`src/rtl/gcn_batch_scheduler.sv`:
```
// Purpose: sequences a batch of graphs through the GCN datapath and queues each argmax answer in a result FIFO.
// Latency: batch_start->gcn_reset 1 cycle, ->gcn_start 2 cycles; gcn_done->push 1 cycle, ->res_valid 2 cycles.
// Backpressure: res_valid/res_ready; a full FIFO stalls the scheduler in STORE. Optional watchdog: GCN_SCHED_TIMEOUT_EN.
module gcn_batch_scheduler #(
    parameter int FEATURE_ROWS      = 6,
    parameter int MAX_ADDRESS_WIDTH = 2,
    parameter int CNT_W             = 4,
    parameter int FIFO_DEPTH        = 4,
    parameter int TIMEOUT_CYCLES    = 4096
) (
    input  logic                                    clk,
    input  logic                                    reset,
    input  logic                                    batch_start,
    input  logic [CNT_W-1:0]                        batch_count,
    output logic                                    gcn_reset,
    output logic                                    gcn_start,
    input  logic                                    gcn_done,
    input  logic [MAX_ADDRESS_WIDTH-1:0]            gcn_answer [0:FEATURE_ROWS-1],
    output logic [CNT_W-1:0]                        graph_index,
    output logic                                    res_valid,
    input  logic                                    res_ready,
    output logic [FEATURE_ROWS*MAX_ADDRESS_WIDTH-1:0] res_data,
    output logic [CNT_W-1:0]                        res_graph,
    output logic                                    busy,
    output logic                                    batch_done,
    output logic                                    err
);

    localparam int DATA_W = FEATURE_ROWS * MAX_ADDRESS_WIDTH;
    localparam int PTR_W  = (FIFO_DEPTH > 1) ? $clog2(FIFO_DEPTH) : 1;
    localparam int FILL_W = $clog2(FIFO_DEPTH + 1);

    typedef struct packed {
        logic [CNT_W-1:0]  graph;
        logic [DATA_W-1:0] answer;
    } res_t;

    typedef enum logic [2:0] {
        S_IDLE, S_CLR, S_LAUNCH, S_WAIT, S_STORE, S_NEXT, S_FIN
    } state_t;

    state_t           state;
    logic [CNT_W-1:0] count_lat;
    logic [DATA_W-1:0] answer_pk;
    res_t             push_dat;
    logic             push_vld;
    logic             pop_vld;
    logic             fifo_full;
    res_t             mem [0:FIFO_DEPTH-1];
    logic [PTR_W-1:0] wr_ptr;
    logic [PTR_W-1:0] rd_ptr;
    logic [FILL_W-1:0] fill;

`ifdef GCN_SCHED_TIMEOUT_EN
    localparam int WD_W = $clog2(TIMEOUT_CYCLES + 1);
    logic            err_q;
    logic [WD_W-1:0] wd_cnt;
    assign err = err_q;
`else
    assign err = 1'b0;
`endif

    always_comb begin
        answer_pk = '0;
        for (int i = 0; i < FEATURE_ROWS; i++) begin
            answer_pk[i*MAX_ADDRESS_WIDTH +: MAX_ADDRESS_WIDTH] = gcn_answer[i];
        end
    end

    // Full is judged on the registered fill, so a same-cycle pop never frees a slot for STORE.
    assign fifo_full       = (fill == FILL_W'(FIFO_DEPTH));
    assign push_vld        = (state == S_STORE) && !fifo_full;
    assign push_dat.graph  = graph_index;
    assign push_dat.answer = answer_pk;
    assign res_valid       = (fill != '0);
    assign pop_vld         = res_valid && res_ready;
    assign res_data        = res_valid ? mem[rd_ptr].answer : '0;
    assign res_graph       = res_valid ? mem[rd_ptr].graph  : '0;

    always_ff @(posedge clk) begin
        if (push_vld) begin
            mem[wr_ptr] <= push_dat;
        end
    end

    always_ff @(posedge clk) begin
        if (reset) begin
            wr_ptr <= '0;
            rd_ptr <= '0;
            fill   <= '0;
        end else begin
            if (push_vld) begin
                wr_ptr <= (wr_ptr == PTR_W'(FIFO_DEPTH - 1)) ? '0 : wr_ptr + 1'b1;
            end
            if (pop_vld) begin
                rd_ptr <= (rd_ptr == PTR_W'(FIFO_DEPTH - 1)) ? '0 : rd_ptr + 1'b1;
            end
            case ({push_vld, pop_vld})
                2'b10:   fill <= fill + 1'b1;
                2'b01:   fill <= fill - 1'b1;
                default: fill <= fill;
            endcase
        end
    end

    always_ff @(posedge clk) begin
        if (reset) begin
            state       <= S_IDLE;
            gcn_reset   <= 1'b1;
            gcn_start   <= 1'b0;
            graph_index <= '0;
            count_lat   <= '0;
            busy        <= 1'b0;
            batch_done  <= 1'b0;
`ifdef GCN_SCHED_TIMEOUT_EN
            err_q       <= 1'b0;
            wd_cnt      <= '0;
`endif
        end else begin
            gcn_reset  <= 1'b0;
            gcn_start  <= 1'b0;
            batch_done <= 1'b0;
            case (state)
                S_IDLE: begin
                    if (batch_start) begin
                        busy <= 1'b1;
`ifdef GCN_SCHED_TIMEOUT_EN
                        err_q <= 1'b0;
`endif
                        if (batch_count != '0) begin
                            count_lat   <= batch_count;
                            graph_index <= '0;
                            gcn_reset   <= 1'b1;
                            state       <= S_CLR;
                        end else begin
                            state <= S_FIN;
                        end
                    end
                end
                S_CLR: begin
                    gcn_start <= 1'b1;
                    state     <= S_LAUNCH;
                end
                S_LAUNCH: begin
`ifdef GCN_SCHED_TIMEOUT_EN
                    wd_cnt <= '0;
`endif
                    state <= S_WAIT;
                end
                S_WAIT: begin
                    if (gcn_done) begin
                        state <= S_STORE;
                    end
`ifdef GCN_SCHED_TIMEOUT_EN
                    else if (wd_cnt == WD_W'(TIMEOUT_CYCLES - 1)) begin
                        err_q <= 1'b1;
                        state <= S_FIN;
                    end else begin
                        wd_cnt <= wd_cnt + 1'b1;
                    end
`endif
                end
                S_STORE: begin
                    if (!fifo_full) begin
                        state <= S_NEXT;
                    end
                end
                S_NEXT: begin
                    if (graph_index == count_lat - 1'b1) begin
                        state <= S_FIN;
                    end else begin
                        graph_index <= graph_index + 1'b1;
                        gcn_reset   <= 1'b1;
                        state       <= S_CLR;
                    end
                end
                S_FIN: begin
                    batch_done <= 1'b1;
                    busy       <= 1'b0;
                    state      <= S_IDLE;
                end
                default: begin
                    busy  <= 1'b0;
                    state <= S_IDLE;
                end
            endcase
        end
    end

endmodule
```
`config.mk`:
```
export PLATFORM = sky130hd
export DESIGN_NAME = gcn_batch_scheduler
export DESIGN_NICKNAME = d
export VERILOG_FILES = /design/src/rtl/gcn_batch_scheduler.sv
export SDC_FILE = /design/constraint.sdc
export NUM_CORES = 1
export LEC_CHECK = 0
export BUFFER_PORTS_ARGS = -buffer_cell sky130_fd_sc_hd__clkbuf_2
export CAP_MARGIN = 30
export CORE_MARGIN = 5
export CORE_UTILIZATION = 50
export CTS_BUF_LIST = sky130_fd_sc_hd__clkbuf_2 sky130_fd_sc_hd__clkbuf_4 sky130_fd_sc_hd__clkbuf_8
export CTS_CLUSTER_SIZE = 24
export DETAILED_ROUTE_END_ITERATION = 10
export HOLD_SLACK_MARGIN = 0.15
export PLACE_DENSITY = 0.7
export SLEW_MARGIN = 30
export SYNTH_ARGS = -nofsm -noshare
export SYNTH_HDL_FRONTEND = slang
export SYNTH_SLANG_ARGS = --single-unit
```
`constraint.sdc`:
```
create_clock -name clk -period 2.8 [get_ports clk]
set_clock_uncertainty 0.05 [all_clocks]
set_input_delay 0.28 -clock clk [delete_from_list [all_inputs] [get_ports clk]]
set_output_delay 0.28 -clock clk [all_outputs]
set_load 0.03 [all_outputs]
```
==> impl_metrics.toml <==
[status]
status = "completed"

[power]
pwr-share-seq_pct = 52.6
finalPower_mw = 2.76
p_sw_mw = 0.717
powerDensity_nw_per_um2 = 609
swShare_pct = 25.9
max-vdd-ir-drop_mv = 0.254
p_leak_nw = 1.65
power.clock.fraction_pct = 32.2
p_int_mw = 2.05
power.share.combinational_pct = 15.2

[synth]
synth_area_leaders = "edfxtp_1, dfxtp_1, mux4_2, and2_1, ha_1"
syn_area_um2 = 3830
yosys_warnings = 0
yosysMostFrequentCell = "edfxtp_1"
synth_nets = 294
synth_common_cells = "edfxtp_1, dfxtp_1, and2_1, nand2_1, mux4_2"
synth_edf_count = 64
async_reset_ff_share_pct = 0
synth_ff_type = "edfxtp_1"
syn_avg_cell_area_um2 = 14.5
yosys.area.top_type = "edfxtp_1"
seq_area_frac_synth_pct = 62.7
synth-seq-cells = 88
ys_types = 46
synth_top_area_share_pct = 50.2
synth_cells = 264

[drt]
dr.first_iter.drc_count = 63
ant_nets = 0
postRouteWirelength_um = 6690
wl_per_cell_um = 15.3
remaining_drc_errors = 0
drt_pre_antenna_iters = 4
avgViaCountPerCell = 5.12
num_vias = 2239

[timing]
relSlewSlack_pct = 58.6
finalSetupViolations = 0
min_period_ps = 2250
drv_slew = 0
rsz0062_at_grt = "false"
fin_tns_setup_ps = 0
hold_viol = 0
tightest_slew_ps = 619
setup_ws_ps = 551
fin_crit_sh_pct = 80.3
fmax_ghz = 0.445

[worst_setup_path]
worstPathMaxFanout = 4
cp-startpoint = "fill[2]"
end_kind = "flip-flop"
critPathKind = "flip-flop to flip-flop"
setup.worst_path.start_class = "flip-flop"
cp.required_ps = 3020
arrival_ps = 2470
r2r-start = "fill[2]"

[floorplan]
io-pin-count = 47
die_h_um = 97.5
design.die.area_um2 = 9510
die_w_um = 97.5
coreArea_um2 = 7610
initial_utilization_pct = 50.3
rows = 32

[clock_tree]
cts_inserted_buffers = 9
holdBufCountCts = 16
htree_levels = 3
cts.sinks = 88
cts_tree = "built"
cts.reportedPaths.clkPinSlew_ps = 80
clock_path_buffers = 2
postCtsSetupRepairBufs = 0
clock_latency_ps = 340
cts_resized = 0
cts-root-buf = "clkbuf_8"

[grt]
grt_max_degree = 21
grt_antenna_before_repair = 0
grt_first_pass_wirelength_um = 11300
grt_use_total_pct = 15.1
grt_pass1_vias = 2310
grt-ovfl-total = 0

[layout]
nNetsFinal = 360
areaGrowthSynthToFinish_pct = 18.4
drive_above_1_share_pct = 29.0
diodes = 0

[flow_run]
cap_violations = 0

[worst_hold_path]
min_from = "gcn_done"
hold_class = "primary input to flip-flop"

[place]
post-place-ws_ps = 555
gp_congestion = 0.745
numPortBuffers = 45
hpwl_um = 4310
[stage by stage]
step | std cells | util, % | hold slack, ps | cell area, um2
after floorplan | 264 | - | 329 | 3830
after CTS | 437 | 59.6 | 213 | 4530
after global routing | 437 | 59.6 | 250 | 4530
after detailed placement | 405 | 54.8 | 430 | 4170
after global placement | 405 | 54.8 | 408 | 4170
final | 437 | 59.6 | 231 | 4530
[state kept, by name (all words and copies together) (netlist names), 2 cells and up, named ones only]
| signal | count |
|---|---|
| fill | 3 |
| wr_ptr | 2 |
| mem | 64 |
| rd_ptr | 2 |
| graph_index | 4 |
| state | 3 |
| count_lat | 4 |
[critical path, stage by stage (launching register included)]
cell	delay, ps
dfxtp_1	360
nor3b_1	380
nor3_2	100
inv_1	80
ha_1	170
inv_1	60
fa_1	380
xor2_1	160
or3_1	310
a21oi_1	140
[worst paths after layout]
check | to | slack, ps | cells past startpoint
worst max register to register | fill[2] | 550 | 9
worst max-delay path | fill[2] | 550 | 9
worst min-delay path | state[0] | 230 | 4
worst min register to register | flip-flop | 440 | 2
[area by class of cell]
cell class	count	area, um2
flip-flops and latches	88	2400
clock inverters	5	62.6
fillers	588	3070
well taps	102	128
clock buffers	11	145
inverters	11	41.3
repair buffers	70	453
multi-input cells	150	1300
[power by group through the flow]
| stage | logic [mW] | clock network [mW] | registers [mW] |
|---|---|---|---|
| after floorplan | 0.304 | 0 | 1.48 |
| after global placement | 0.399 | 0 | 1.48 |
| after detailed placement | 0.409 | 0 | 1.48 |
| after CTS | 0.427 | 0.917 | 1.45 |
| after global routing | 0.462 | 0.986 | 1.46 |
| final | 0.420 | 0.891 | 1.45 |
[placed cells by master, fill, tap and decap left out, types with 4 or more instances in the layout]
cell type      count
a21oi_1           13
and2_1            20
buf_4              9
clkbuf_2          45
clkbuf_8          10
dfxtp_1           24
dlygate4sd3_1     16
edfxtp_1          64
ha_1               8
inv_1             11
mux2i_1            6
mux4_2            16
nand2_1           18
nand2b_1           6
nand3_1            4
nor2_1            11
o21ai_0            4
xor2_1             5
[logic make-up (layout without fill, tap and decap cells)]
family                     Yosys count  count (layout)  share of synthesized area [%]
muxes                               22              22                           11.0
AOI/OAI and AO/OA                   30              30                           5.33
DFF                                 88              88                           62.7
and+or+nand+nor                     81              81                           12.3
other                                1               1                         0.0979
xor gates and xnor gates             7               7                           2.16
buffers and inverters               26              97                           3.27
adders and majority gates            9               9                           3.14
[layer usage]
layer,vias up,track usage (%),wire length [um]
li1,1105,-,-
met1,1077,18.7,2890
met2,50,25.5,3440
met3,7,4.16,289
met4,0,5.11,70
met5,-,0,0
No activity file was read; power rests on OpenSTA's default activity.
